--- config.mk ---
export PLATFORM = sky130hd
export DESIGN_NAME = if_id_buffer_flat
export DESIGN_NICKNAME = d
export VERILOG_FILES = /design/src/rtl/if_id_buffer_pkg.sv /design/src/rtl/if_id_buffer_if.sv /design/src/rtl/if_id_buffer.sv /design/src/flat_wrapper.sv
export SDC_FILE = /design/constraint.sdc
export NUM_CORES = 1
export LEC_CHECK = 0
export ABC_AREA = 1
export BUFFER_PORTS_ARGS = -buffer_cell sky130_fd_sc_hd__buf_2
export CORE_UTILIZATION = 51
export DETAILED_ROUTE_END_ITERATION = 6
export PLACE_DENSITY = 0.77
export SYNTH_ARGS = -nofsm -noshare
export SYNTH_HDL_FRONTEND = slang
export SYNTH_SLANG_ARGS = --single-unit
export TNS_END_PERCENT = 100
--- constraint.sdc ---
create_clock -name clk -period 2.9 [get_ports clk]
set_input_delay 0.725 -clock clk [delete_from_list [all_inputs] [get_ports clk]]
set_output_delay 0.725 -clock clk [all_outputs]
set_load 0.02 [all_outputs]
--- src/rtl/if_id_buffer_pkg.sv ---
// Shared LC-3b fetch/decode types for the IF/ID buffer.
// Holds the word type, the NOP encoding injected on bubbles, and the buffered packet layout.
// Imported by the interface and the buffer.
package if_id_buffer_pkg;

  typedef logic [15:0] lc3b_word;

  // BR with nzp=000 never branches, so it is a harmless bubble for decode.
  localparam lc3b_word NOP_INSTR = 16'h0000;

  // One fetched instruction together with the PC it was fetched from.
  typedef struct packed {
    lc3b_word pc;
    lc3b_word instr;
  } lc3b_fetch_pkt;

  // Clears a packet to the value presented when nothing is buffered.
  function automatic lc3b_fetch_pkt empty_pkt();
    lc3b_fetch_pkt p;
    p.pc    = 16'h0000;
    p.instr = NOP_INSTR;
    return p;
  endfunction

endpackage

--- src/rtl/if_id_buffer_if.sv ---
// Fetch-side and decode-side handshake bundle for the IF/ID buffer.
// master = the fetch/decode environment driving requests; slave = the buffer itself.
// DEPTH must match the DEPTH of the buffer instance it is connected to.
interface if_id_buffer_if #(
  parameter int DEPTH = 2
);
  import if_id_buffer_pkg::*;

  localparam int PTR_W = $clog2(DEPTH);

  // Fetch side
  logic             in_valid;
  lc3b_word         in_pc;
  lc3b_word         in_instr;
  logic             in_ready;
  // Control flow
  logic             flush;
  // Decode side
  logic             out_ready;
  logic             out_valid;
  lc3b_word         out_pc;
  lc3b_word         out_instr;
  logic             out_nop;
  logic [PTR_W:0]   count;

  modport master (
    output in_valid, in_pc, in_instr, flush, out_ready,
    input  in_ready, out_valid, out_pc, out_instr, out_nop, count
  );

  modport slave (
    input  in_valid, in_pc, in_instr, flush, out_ready,
    output in_ready, out_valid, out_pc, out_instr, out_nop, count
  );

endinterface

--- src/rtl/if_id_buffer.sv ---
// Purpose: small circular FIFO decoupling instruction fetch from decode, NOP on bubbles.
// Latency: one cycle from push to visibility at the head; no empty bypass.
// Backpressure: in_ready depends only on occupancy; flush discards everything incl. same-cycle traffic.
module if_id_buffer
  import if_id_buffer_pkg::*;
#(
  parameter int DEPTH = 2
) (
  input logic           clk,
  input logic           reset,
  if_id_buffer_if.slave bus
);

  localparam int PTR_W = $clog2(DEPTH);

  localparam logic [PTR_W-1:0] PTR_ONE  = PTR_W'(1);
  localparam logic [PTR_W:0]   CNT_ONE  = (PTR_W + 1)'(1);
  localparam logic [PTR_W:0]   CNT_FULL = (PTR_W + 1)'(DEPTH);

  lc3b_fetch_pkt    r_mem [DEPTH];
  logic [PTR_W-1:0] r_head;
  logic [PTR_W-1:0] r_tail;
  logic [PTR_W:0]   r_count;

  logic             w_full;
  logic             w_empty;
  logic             w_push;
  logic             w_pop;
  lc3b_fetch_pkt    w_in_pkt;
  lc3b_fetch_pkt    w_head_pkt;

  // Status comes purely from registered occupancy, so in_ready has no path from out_ready.
  assign w_full  = (r_count == CNT_FULL);
  assign w_empty = (r_count == '0);

  // A flush cancels both sides of the handshake in the same cycle.
  assign w_push = bus.in_valid && !w_full  && !bus.flush;
  assign w_pop  = !w_empty && bus.out_ready && !bus.flush;

  assign w_in_pkt.pc    = bus.in_pc;
  assign w_in_pkt.instr = bus.in_instr;

  // Present the head entry, or a clean NOP/PC=0 bubble when nothing is buffered.
  always_comb begin
    w_head_pkt = empty_pkt();
    if (!w_empty) begin
      w_head_pkt = r_mem[r_head];
    end
  end

  assign bus.in_ready  = !w_full;
  assign bus.out_valid = !w_empty;
  assign bus.out_nop   = w_empty;
  assign bus.out_pc    = w_head_pkt.pc;
  assign bus.out_instr = w_head_pkt.instr;
  assign bus.count     = r_count;

  // Storage write; contents need no reset because the count qualifies every read.
  always_ff @(posedge clk) begin
    if (w_push) begin
      r_mem[r_tail] <= w_in_pkt;
    end
  end

  // Pointer and occupancy update; reset and flush both empty the buffer.
  always_ff @(posedge clk) begin
    if (reset || bus.flush) begin
      r_head  <= '0;
      r_tail  <= '0;
      r_count <= '0;
    end else begin
      if (w_push) begin
        r_tail <= r_tail + PTR_ONE;
      end
      if (w_pop) begin
        r_head <= r_head + PTR_ONE;
      end
      case ({w_push, w_pop})
        2'b10:   r_count <= r_count + CNT_ONE;
        2'b01:   r_count <= r_count - CNT_ONE;
        default: r_count <= r_count;
      endcase
    end
  end

  // Occupancy must never exceed capacity.
  a_count_bound: assert property (@(posedge clk) disable iff (reset) r_count <= CNT_FULL);

endmodule
--- src/flat_wrapper.sv ---
// flat-port wrapper written by rule: the top's interface ports become plain ports
module if_id_buffer_flat import if_id_buffer_pkg::*;
#(
  parameter int DEPTH = 2
)
  (clk, reset, bus_in_valid, bus_in_pc, bus_in_instr, bus_flush, bus_out_ready, bus_in_ready, bus_out_valid, bus_out_pc, bus_out_instr, bus_out_nop, bus_count);
  if_id_buffer_if #(.DEPTH(DEPTH)) bus_i ();
  input logic clk;
  input logic reset;
  input wire logic [$bits(bus_i.in_valid)-1:0] bus_in_valid;
  input wire logic [$bits(bus_i.in_pc)-1:0] bus_in_pc;
  input wire logic [$bits(bus_i.in_instr)-1:0] bus_in_instr;
  input wire logic [$bits(bus_i.flush)-1:0] bus_flush;
  input wire logic [$bits(bus_i.out_ready)-1:0] bus_out_ready;
  output wire logic [$bits(bus_i.in_ready)-1:0] bus_in_ready;
  output wire logic [$bits(bus_i.out_valid)-1:0] bus_out_valid;
  output wire logic [$bits(bus_i.out_pc)-1:0] bus_out_pc;
  output wire logic [$bits(bus_i.out_instr)-1:0] bus_out_instr;
  output wire logic [$bits(bus_i.out_nop)-1:0] bus_out_nop;
  output wire logic [$bits(bus_i.count)-1:0] bus_count;
  assign bus_i.in_valid = bus_in_valid;
  assign bus_i.in_pc = bus_in_pc;
  assign bus_i.in_instr = bus_in_instr;
  assign bus_i.flush = bus_flush;
  assign bus_i.out_ready = bus_out_ready;
  assign bus_in_ready = bus_i.in_ready;
  assign bus_out_valid = bus_i.out_valid;
  assign bus_out_pc = bus_i.out_pc;
  assign bus_out_instr = bus_i.out_instr;
  assign bus_out_nop = bus_i.out_nop;
  assign bus_count = bus_i.count;
  if_id_buffer #(.DEPTH(DEPTH)) u_core (.clk(clk), .reset(reset), .bus(bus_i));
endmodule
### Yosys cells after proc, flatten, opt, wreduce, memory -nomap -nowiden

Memory sizes are Yosys's and may differ from the RTL's. A register that Yosys moved wholly into a read port is not among the register bits.
Index checks and enable logic that the tools add are counted.

* register bits: 4
* bits in latches: 0
* RAM bits: 64
* memory bits (read-only): 0
* input bits: 37
* output and inout port bits: 37
* word-level logic and storage cells: 27
* memories: 1

* $add $sub $neg: 4
* $mul: 0
* div/mod/pow operators: 0
* order comparisons: 0
* equal/unequal tests: 3
* shift operators: 0
* mux-type cells: 6
* bitwise gates (word level): 0
* reductions and logical operators: 10

Memories
* u_core.r_mem: words 2, bits a word 32, rd ports 1, clocked after Yosys merged registers in 1, wr ports 1, RTL line if_id_buffer.sv:20 `lc3b_fetch_pkt r_mem [DEPTH];`

Operators with widths (number)
* two-way mux 32 bit: 1
* equality test 2 bit (second input constant): 2
* logical AND 1 bit: 4
* two-way mux 1 bit: 4
* case mux 2 bit (2 select lines): 1
* logical NOT 1 bit: 3
* adder 1 bit (second input constant): 2
* adder 2 x 1 -> 2 bit (second input constant): 1
* equality test 2 x 1 -> 1 bit (second input constant): 1
* logical NOT 2 bit: 1
* nonzero test 2 bit: 1
* subtractor 2 x 1 -> 2 bit (second input constant): 1
* logical OR 1 bit: 1

### Longest topological paths before layout

Gate-level depths: netlist (run 1).

* depth after elaboration: 6
* depth in mapped cells: 10
* mapped depth without buffers: 10

### Worst setup path before layout (run 1)

No wires, ideal clock.

* path kind: reg2reg
* start: register u_core.r_count[0] (netlist: u_core.bus.count[0])
* end: memory u_core.r_mem[0][0] (netlist name) (enable)
* library setup time: 421 ps
* data arrival time: 2338 ps
* data required time: 2479 ps
* path slack: 141 ps
* cell stages (with the launch flop): 5
* buffers on the path: 0
* period minus slack after synthesis: 2759 ps
* cell sequence: dfxtp_1 > inv_1 > nand2_1 > nand2_1 > nor2_1

* word-level cells in the longest chain between the ends: 6

RTL lines
* start: declaration: RTL line if_id_buffer.sv:23 `logic [PTR_W:0] r_count;`
* start signal: assignment: RTL line if_id_buffer.sv:79 `2'b10: r_count <= r_count + CNT_ONE;`
* start signal: assignment: RTL line if_id_buffer.sv:80 `2'b01: r_count <= r_count - CNT_ONE;`
* start signal: assignment: RTL line if_id_buffer.sv:81 `default: r_count <= r_count;`
* equality test 2 bit: RTL line if_id_buffer.sv:33 `assign w_full = (r_count == CNT_FULL);`
* logical NOT 1 bit
* via bus_in_ready: RTL line flat_wrapper.sv:15 `output wire logic [$bits(bus_i.in_ready)-1:0] bus_in_ready;`
* logical AND 1 bit (2 in a row): RTL line if_id_buffer.sv:37 `assign w_push = bus.in_valid && !w_full && !bus.flush;`
* two-way mux 1 bit: RTL line if_id_buffer.sv:60 `if (w_push) begin`
* two-way mux 1 bit (implied by the code): RTL line if_id_buffer.sv:61 `r_mem[r_tail] <= w_in_pkt;`
* end: declaration: RTL line if_id_buffer.sv:20

The timed path passes the listed nets, and every way through them passes these cells.

==> summary.txt, run 1 <==
status - completed
Core Util, Final - 66.9%
critical path endpoint category - output port
Remaining DRCs - 0
worst path required time - 2.17 ns
Comb power frac - 6.4%
DR WL met2 - 2390 µm
fmax - 443 MHz
top sig layer - met4
Yosys warning count - 0
cts hold-fix bufs - 0
Clk pwr share - 33.7%
sw frac - 22.0%
Final Cycle Share - 77.8%
worst path bufs/invs - 2
Placer Congestion - 0.669
# H-tree levels - 3
initial antenna violation count - 0
Internal - 1460 µW
Total Power - 1880 µW
WL met3 - 318 µm
first-pass GRT wire length - 7070 µm
CP Cell Sequence - inv_2, nand2_1, a21oi_1, buf_2
Root Buffer - clkbuf_8
grt total ovfl - 0
Peak VDD IR - 0.000320 V
HP Class - flop to flop
I/O pin total - 74
WL final - 4710 µm
power density cells - 579 nW/µm²
final std cell area, no fill - 3250 µm²
time the worst path needs with I/O delays and setup - 2.26 ns
# port buffers - 73
DRT iter0 DRCs - 88
sequential fraction of the synthesis area - 76.4%
DR vias/cell - 4.86
vias - 1754
cell area after synthesis - 2650 µm²
vias in the first global route - 1585
Post-Syn Instances - 211
Synth cell types - 15
Antenna Nets Post-Route - 0
drt first pass iters - 4
Rel. slew slack - 64.4%
hpwl dp - 2940 µm
share of layout cells above drive strength 1 - 32.3%
setup repair bufs after CTS - 0
Post-Route M1 WL - 1910 µm
Largest stage delay, worst path - 0.40 ns
worst-margin pin slew - 0.533 ns
max-cap violations - 0
WL per Instance - 13.1 µm
Clock Tree Buf Depth - 2
P_leak - 0.00135 µW
die width - 74.0 µm
Startpoint Class - flop
Reg power frac - 59.9%
GRT Resource Usage Total - 18.4%
Top delay family on crit path - buffers and inverters
die height - 74.0 µm
critical path data arrival time - 1.53 ns
Nets - 327
Sink Count - 69
Slowest cell on crit path - inv_2
synth-to-layout area growth - 22.7%
Mapped Nets - 249
Core Box Area - 4850 µm²
TNS Setup - 0 ns
Pins Over Slew Limit - 0
Starting Density - 54.6%
#FFs+latches synth - 69
CTS tree - built
Inserted Diodes - 0
largest net degree at the start of global routing - 35
Num CTS Buffers - 9
area post-placement - 3090 µm²
RSZ-0062 raised after global routing - no
Final Hold Vio Count - 0
clock skew - 0.00978 ns
crit path max fanout - 32
Crit Path Category - flop to output port
Die ar. - 5480 µm²
Avg Cell Area, Syn - 12.5 µm²
row count - 25
Net Switching - 414 µW
clk_lat worst skew - 0.34 ns
final setup vio count - 0
post_cts resized - 0
CTS clk-pin slew, worst paths - 0.06 ns
-- final timing paths --
| path | from | endpoint | slack [ns] | cells after the start |
|---|---|---|---|---|
| setup / recovery | flop | bus_out_pc[1] | 0.64 | 4 |
| hold / removal | u_core.r_head$_SDFFE_PP0P_ | u_core.r_head$_SDFFE_PP0P_ | 0.52 | 2 |
| hold reg to reg | u_core.r_head$_SDFFE_PP0P_ | u_core.r_head$_SDFFE_PP0P_ | 0.52 | 2 |
| setup reg to reg | u_core.bus.count[0]$_SDFFE_PP0P_ | u_core.r_mem[0][7]$_DFFE_PP_ | 1.10 | 5 |
-- cell usage in the layout, fill, tap and decap left out --
master and count:
nand4_1 1, buf_12 1, dfxtp_1 5, nand3_1 2
clkinvlp_4 1, edfxtp_1 64, clkbuf_1 2, ha_1 1
nor2_4 2, a21oi_1 34, inv_1 5, nor3_1 1
nor2_1 10, clkinv_2 4, xor2_1 1, clkbuf_8 9
buf_2 73, nand2_1 73, inv_2 2, buf_4 3
-- layout make-up --
cell class	instances	area, µm²
Tap cell	67	83.8
Clock inverter	5	27.5
Fill cell	364	1600
Multi-Input combinational cell	125	547
Timing Repair Buffer	77	408
Inverter	7	26.3
Clock buffer	11	131
Sequential cell	69	2020
-- registers in the layout (all words and copies together) (netlist names), named ones only --
signal            cells
u_core.r_mem         64
u_core.bus.count      2
u_core.r_head         1
u_core.r_tail         1
-- power by group through the flow --
stage               clock network [µW]  registers (µW)  logic, µW
finish                             633            1120        121
global route                       690            1130        134
CTS                                647            1120        123
detailed placement                   0            1150        122
global placement                     0            1140        119
floorplan                            0            1150       63.9
-- metrics by stage --
| stage | setup slack [ns] | hold WS, ns | instances |
|---|---|---|---|
| after detailed placement | 0.771 | 0.518 | 345 |
| after global placement | 0.795 | 0.482 | 345 |
| after floorplan | 0.141 | 0.465 | 211 |
| after global routing | 0.506 | 0.553 | 361 |
| final | 0.644 | 0.522 | 361 |
| after CTS | 0.620 | 0.538 | 361 |
-- worst reg2reg max path: cells and delay by family (launching register included) --
family | cells | cell delay, ns
buf+inv | 2 | 0.49
flops | 1 | 0.49
simple gates | 3 | 0.48
-- cells in the mapped netlist (all sizes together) --
cell | instances | area [µm²]
inv | 7 | 26.3
dfxtp | 5 | 100
a21oi | 34 | 170
nand4 | 1 | 6.26
xor2 | 1 | 8.76
nor2 | 12 | 52.6
nand3 | 2 | 10.0
ha | 1 | 12.5
buf | 10 | 57.6
nand2 | 73 | 274
nor3 | 1 | 5.00
edfxtp | 64 | 1920
-- routing by layer --
metal | global-route usage (%) | vias to the layer above
met5 | 0 | -
met4 | 8.33 | 0
met3 | 6.78 | 9
met2 | 31.5 | 67
met1 | 20.5 | 792
li1 | - | 886
-- cell families after synthesis --
group | Yosys count | synth area share [%]
compound gates | 34 | 6.43
xor+xnor | 1 | 0.331
fa+ha+maj | 1 | 0.473
buf+inv | 17 | 3.17
flops | 69 | 76.4
simple gates | 89 | 13.2
Note: power is estimated with default switching activity, not from simulation.
==> run 2: changes to the inputs <==
- CORE_UTILIZATION: 51 -> 46
- PLACE_DENSITY: 0.77 -> 0.74
- clock period: 2.9 -> 2 ns (I/O delays scaled with it)
==> run 2 against run 1 <==
Against the previous run: final area is 3.1% higher; sequential cell count stayed put; first-iteration DRC count increased by 20%; register-to-register slack worse by 0.72 ns; combinational power grew 55%; non-clock buffer count increased by 2; largest cell class unchanged.
==> summary.txt, run 2 (synthesis gave the netlist of run 1 again) <==
Fill cells - 459
HP Class - primary input to flop
WL final - 4930 µm
Starting Density - 47.7%
Final Hold Vio Count - 0
initial antenna violation count - 0
crit path max fanout - 34
Rel. slew slack - 81.7%
P_leak - 0.00138 µW
grt total ovfl - 0
worst min-delay path startpoint - reset
Root Buffer - clkbuf_8
RSZ-0062 raised after global routing - no
Inserted Diodes - 0
drt first pass iters - 4
synth-to-layout area growth - 26.5%
clk_lat worst skew - 0.33 ns
setup repair bufs after CTS - 0
max-cap violations - 0
Antenna Nets Post-Route - 0
Setup WS pre-CTS - 0.334 ns
row count - 27
Num CTS Buffers - 9
worst-margin pin slew - 0.274 ns
die height - 77.8 µm
first-pass GRT wire length - 7680 µm
Clock Tree Buf Depth - 2
reg2reg start - u_core.bus.count[0]$_SDFFE_PP0P_
Pins Over Slew Limit - 0
Largest register FFs - 64
critical path endpoint category - output port
DRT iter0 DRCs - 106
worst hold endpoint - u_core.bus.count[0]$_SDFFE_PP0P_
critical path data arrival time - 1.40 ns
final hold slack - 0.340 ns
FF-to-FF path depth - 11
Die ar. - 6060 µm²
Placer Congestion - 0.683
Core Box Area - 5540 µm²
# port buffers - 73
Hold Path Stages - 2
Total Power - 2860 µW
Final WS setup - 0.0990 ns
Peak VDD IR - 0.000611 V
Cells after DPL - 352
CTS clk-pin slew, worst paths - 0.06 ns
most frequent cells in the layout - nand2_1, buf_2, edfxtp_1
final setup vio count - 0
vias in the first global route - 1662
fmax - 526 MHz
Remaining DRCs - 0
share of layout cells above drive strength 1 - 33.8%
power density cells - 855 nW/µm²
worst path required time - 1.50 ns
largest net degree at the start of global routing - 35
Final Cycle Share - 95.1%
die width - 77.8 µm
# H-tree levels - 3
WL per Instance - 13.4 µm
clock skew - 0.00515 ns
CTS tree - built
Nets - 329
Sink Count - 69
fin cells - 368
Worst R2R Setup Slack - 0.38 ns
I/O pin total - 74
Crit Path Category - flop to output port
r2r endpoint - u_core.bus.count[1]$_SDFFE_PP0P_
Startpoint Class - flop
DR vias/cell - 4.80
GRT Resource Usage Total - 17.5%
TNS Setup - 0 ns
Most flops, register - u_core.r_mem
time the worst path needs with I/O delays and setup - 1.90 ns
status - completed
hpwl dp - 3050 µm
vias - 1766
## run 2: per-layer routing
layer  GRT usage, %  vias up  share of wire [%]
li1               -      889                  -
met1           20.8      822                 41
met2           28.4       49                 52
met3           4.94        6                5.0
met4           10.0        0                1.5
met5              0        -                  0
## run 2: cell type report
type	count	area, µm²	share of cell area [%]
clock buffer	10	128	3.81
clock inverter	6	53.8	1.61
inverter	7	35.0	1.05
multi-input combinational	125	547	16.3
sequential	69	2020	60.5
tap	72	90.1	2.69
timing repair buffer	79	468	14.0
## run 2: repair_timing
action,in CTS,in global routing
gates resized for setup,1,5
setup endpoints to repair,1,17
gates cloned,0,0
hold buffers,0,0
## run 2: how the worst max path moves through the flow
stage / from / end / slack, ns / depth (start not counted)
4_1_cts: flop / bus_out_instr[10] / 0.04 / 4
6_report: u_core.bus.count[0]$_SDFFE_PP0P_ / bus_out_instr[10] / 0.1 / 4
2_1_floorplan: u_core.bus.count[0]$_SDFFE_PP0P_ / u_core.r_mem[0][0]$_DFFE_PP_ / 0.09 / 4
3_3_place_gp: bus_flush / u_core.bus.count[1]$_SDFFE_PP0P_ / 0.37 / 9
3_5_place_dp: bus_flush / u_core.bus.count[1]$_SDFFE_PP0P_ / 0.33 / 9
5_1_grt: u_core.bus.count[0]$_SDFFE_PP0P_ / bus_out_instr[10] / 0.02 / 4
## run 2: critical path, stage by stage, from the launching register on
cell and delay (ns):
dfxtp_1 0.48, nor2_4 0.06, buf_12 0.17, a21oi_1 0.17
buf_2 0.19
## run 2: power by group
part           leakage (µW)  total (µW)  switching, µW  internal (µW)
logic              0.000653         187            116           70.8
clock network     0.0000972        1040            480            563
registers          0.000629        1630           11.5           1620
total               0.00138        2860            607           2250
## run 2: stage by stage
| step | util [%] | instance area (µm²) |
|---|---|---|
| floorplan | - | 2660 |
| global placement | 56.8 | 3150 |
| detailed placement | 56.8 | 3150 |
| CTS | 60.2 | 3330 |
| global route | 60.4 | 3350 |
| finish | 60.4 | 3350 |
